$ cat config.mk
export PLATFORM = sky130hd
export DESIGN_NAME = reg_bank8
export DESIGN_NICKNAME = d
export VERILOG_FILES = /design/src/rtl/reg_bank8.sv
export SDC_FILE = /design/constraint.sdc
export NUM_CORES = 1
export LEC_CHECK = 0
export ABC_CLOCK_PERIOD_IN_PS = 2700
export CAP_MARGIN = 20
export CORE_UTILIZATION = 47
export DETAILED_ROUTE_END_ITERATION = 6
export PLACE_DENSITY_LB_ADDON = 0.3
export SYNTH_ARGS = -nofsm -noshare
export SYNTH_HDL_FRONTEND = slang
export SYNTH_SLANG_ARGS = --single-unit
$ cat constraint.sdc
create_clock -name clk -period 2.7 [get_ports clk]
set_input_delay 0.27 -clock clk [delete_from_list [all_inputs] [get_ports clk]]
set_output_delay 0.27 -clock clk [all_outputs]
set_load 0.005 [all_outputs]
$ cat src/rtl/reg_bank8.sv
// reg_bank8: eight-entry write-staging register bank with per-entry valid bits,
// a registered lookup port and a flat view of all entries for the downstream
// read mux tree. Unwritten (invalid) entries read back as DEFAULT.
module reg_bank8 #(
    parameter int DEPTH   = 8,
    parameter int WIDTH   = 32,
    parameter int DEFAULT = 42
) (
    input  logic                   clk,
    input  logic                   rst,
    input  logic                   IN_wvalid,
    output logic                   OUT_wready,
    input  logic [2:0]             IN_waddr,
    input  logic [WIDTH-1:0]       IN_wdata,
    input  logic                   IN_clr,
    input  logic                   IN_rvalid,
    input  logic [2:0]             IN_raddr,
    output logic                   OUT_rvalid,
    output logic [WIDTH-1:0]       OUT_rdata,
    output logic [DEPTH*WIDTH-1:0] OUT_bank,
    output logic [DEPTH-1:0]       OUT_vmask,
    output logic [3:0]             OUT_count
);

    // Entry storage; flattened onto OUT_bank without any muxing.
    logic [WIDTH-1:0] entry [DEPTH];
    logic             wr_fire;

    // Clear outranks a write in the same cycle; the write is simply dropped.
    assign wr_fire = IN_wvalid && OUT_wready && !IN_clr;

    // Ready rises on the first edge after reset release and never falls again.
    always_ff @(posedge clk or negedge rst) begin
        if (!rst) begin
            OUT_wready <= 1'b0;
        end else begin
            OUT_wready <= 1'b1;
        end
    end

    // Data registers: written on an accepted write, untouched by clear.
    always_ff @(posedge clk or negedge rst) begin
        if (!rst) begin
            for (int i = 0; i < DEPTH; i++) begin
                entry[i] <= '0;
            end
        end else if (wr_fire) begin
            entry[IN_waddr] <= IN_wdata;
        end
    end

    // Valid mask and count tracked together so count always matches the mask;
    // an overwrite of a valid entry leaves the count alone.
    always_ff @(posedge clk or negedge rst) begin
        if (!rst) begin
            OUT_vmask <= '0;
            OUT_count <= '0;
        end else if (IN_clr) begin
            OUT_vmask <= '0;
            OUT_count <= '0;
        end else if (wr_fire) begin
            OUT_vmask[IN_waddr] <= 1'b1;
            if (!OUT_vmask[IN_waddr]) begin
                OUT_count <= OUT_count + 4'd1;
            end
        end
    end

    // Lookup port samples pre-edge state, giving read-before-write and
    // pre-clear visibility; rdata holds when no read is issued.
    always_ff @(posedge clk or negedge rst) begin
        if (!rst) begin
            OUT_rvalid <= 1'b0;
            OUT_rdata  <= '0;
        end else begin
            OUT_rvalid <= IN_rvalid;
            if (IN_rvalid) begin
                OUT_rdata <= OUT_vmask[IN_raddr] ? entry[IN_raddr] : WIDTH'(DEFAULT);
            end
        end
    end

    // Pack entries for the downstream mux tree.
    always_comb begin
        OUT_bank = '0;
        for (int i = 0; i < DEPTH; i++) begin
            OUT_bank[i*WIDTH +: WIDTH] = entry[i];
        end
    end

endmodule

==> impl_metrics.tcl <==
set metrics [dict create \
    hold_class "primary input to register" \
    synth_top_family_by_area "multiplexers" \
    ios 345 \
    gp_congestion 0.8178 \
    grt_pass1_wl_mm 57.70 \
    min_period_ns 1.960 \
    path_clk_slew_ns 0.06 \
    cts_buffer_depth 3 \
    ctsResizeCount 0 \
    cp.required_ns 3.06 \
    port_buffers 344 \
    critical_path_class "register to register" \
    syn_inst 830 \
    synth_edf_count 0 \
    cts.sinks 302 \
    fin_skew_ns 0.01368 \
    yosys_warnings 0 \
    synth_compound_area_frac 0.02426 \
    fin_area_sq_um 18420 \
    leakagePower_uw 0.007999 \
    worstPathArrival_ns 2.32 \
    wl_mm 37.92 \
    synth_top_area_share 0.5747 \
    synthTopCellsByCount "302 x dfrtp_1, 260 x mux2_2, 66 x mux4_2" \
    yosys-mux-area-fraction 0.3612 \
    power.density_nw_per_um2 762.3 \
    clock_latency_ns 0.51 \
    root_buffer "clkbuf_16" \
    synthAdderAreaFrac 0.0009516 \
    diodes 0 \
    whs_ns 0.2598 \
    status "finished, final reports clean" \
    die_w_um 169.3 \
    drc_errors 0 \
    dpl.hpwl_mm 25.43 \
    grt_pass1_vias 9375 \
    post_cts_buffers 0 \
    dieArea_sq_um 28650 \
    dpl.cell_count 1525 \
    syn_to_final_growth_pct 40.10 \
    async_reset_ff_frac 1.000 \
    drive_above_1_share 0.3528 \
    cts_buffers 34 \
    initial_utilization 0.4838 \
    ant_nets 0 \
    synth_cell_type_count 30 \
    utilization 0.6779 \
    seq_area_frac_synth 0.5747 \
    synth_top_flop_cell "dfrtp_1" \
    core_sq_um 27180 \
    synth_largest_area_cell "dfrtp_1" \
    cap_violations 0 \
    cp_max_fo 17 \
    dr.pass1.iters 5 \
    syn-cell-area_sq_um 13150 \
    num_vias 9055 \
    ir_worst_vdd_mv 0.6310 \
    final-hold-violation-count 0 \
    synth_simple_gate_area_frac 0.01009 \
    worstSetupEndpointType "register" \
    fin_crit_sh 0.7259 \
    finalSetupViolations 0 \
    synth_area_per_cell_sq_um 15.84 \
    yosysMostFrequentCell "dfrtp_1" \
    drt_iter0_markers 596 \
    antenna_found_initial 0 \
    synth_area_leaders "dfrtp_1 57%, mux2_2 22%, mux4_2 11%" \
    dpl-instance-area_sq_um 17220 \
    finalSetupTns_ns 0 \
    via_per_inst 5.713 \
    die_y_um 169.3 \
    grt_max_degree 85 \
    cts_tree "yes" \
    tightest_slew_ns 0.7289 \
    ys_seq_elements 302 \
    slew_headroom 0.5141 \
    grt_overflow 0 \
    row_count 60 \
    critPathLaunchType "register" \
    grtUsageTotal 0.2680 \
    fmax_mhz 510.3 \
    synth_xor_area_frac 0 \
    h-tree-depth 2 \
    cts_hold_buf 1 \
    rsz0062_at_grt "no" \
    nets 1234 \
    fillers 1947 \
    synth_nets 874 \
    slew_violations 0 \
    drt-wirelength-per-cell_um 23.92 \
    fin_cells 1585 \
]
worst paths after layout:
path	cells after the start	slack [ns]	start	endpoint
worst max-delay path	5	0.74	OUT_vmask[2]	OUT_rdata[18]
worst min-delay path	3	0.26	IN_raddr[2]	OUT_rdata[29]
worst max register to register	5	0.74	OUT_vmask[2]	OUT_rdata[18]
worst min register to register	1	0.53	OUT_bank[211]	OUT_bank[211]
max in group asynchronous	3	1.50	rst	OUT_bank[190]
min in group asynchronous	2	0.39	rst	OUT_bank[26]
per-stage QoR:
step / total power [uW] / worst slack [ns]
floorplan: 7091 / 0.9406
global placement: 9209 / 0.4771
detailed placement: 9291 / 0.4694
CTS: 14160 / 0.7568
global route: 14620 / 0.6580
finish: 14040 / 0.7402
worst max-delay path, stage by stage, from the launching register on:
cell and delay [ns]:
dfrtp_1 0.44, mux4_2 0.47, mux2_2 0.34, nand2_1 0.10, buf_4 0.31, o22ai_1 0.14
per-layer routing:
layer / vias to the layer above / part of all wire / track usage
li1: 3811 / - / -
met1: 4768 / 0.41 / 0.3557
met2: 397 / 0.49 / 0.4362
met3: 79 / 0.069 / 0.05784
met4: 0 / 0.034 / 0.09792
met5: - / 0 / 0
kinds of logic (layout without fill, tap and decap cells):
kind of cell             after synthesis  after routing
AO/OA/AOI/OAI                         50             50
adder cells (fa/ha/maj)                1              1
buffers and inverters                 90            473
flip-flops                           302            302
multiplexers                         359            359
other                                  1              1
AND/OR/NAND/NOR                       27             27
power breakdown:
| part | leakage, uW | internal [uW] | switching (uW) | total (uW) |
|---|---|---|---|---|
| Clock | 0.000578 | 3000 | 1830 | 4830 |
| Combinational | 0.00352 | 2240 | 1020 | 3270 |
| Sequential | 0.00390 | 5290 | 664 | 5950 |
placed cells by master (no fill, tap or decap), drive strengths merged:
cell,instances
nand2,8
a222oi,1
a21oi,4
a21o,5
dlygate4sd3,1
bufinv,3
dfrtp,302
and2,6
mux2,261
nor2,5
clkdlybuf4s50,339
mux2i,32
clkbuf,51
conb,1
nor3b,1
mux4,66
o22ai,29
o21ai,5
clkinv,3
nand4,1
buf,38
a31oi,3
clkinvlp,2
ha,1
a31o,2
inv,36
nand3,3
a211oi,1
nor3,1
nor2b,2
final cells by class:
class,instances,area (sq um),share of cell area
clock inverters,8,131.4,0.007132
inverters,36,135.1,0.007335
repair buffers,378,3841,0.2085
clock buffers,51,1059,0.05746
well taps,372,465.4,0.02527
flip-flops and latches,302,7557,0.4102
multi-input cells,438,5233,0.2840
registers in the layout (all words and copies together), names as in the netlist:
| register | flops |
|---|---|
| OUT_vmask | 8 |
| OUT_bank | 256 |
| OUT_rdata | 32 |
| OUT_wready | 1 |
| OUT_count | 4 |
| OUT_rvalid | 1 |
Power figures use the tool's default switching activity.
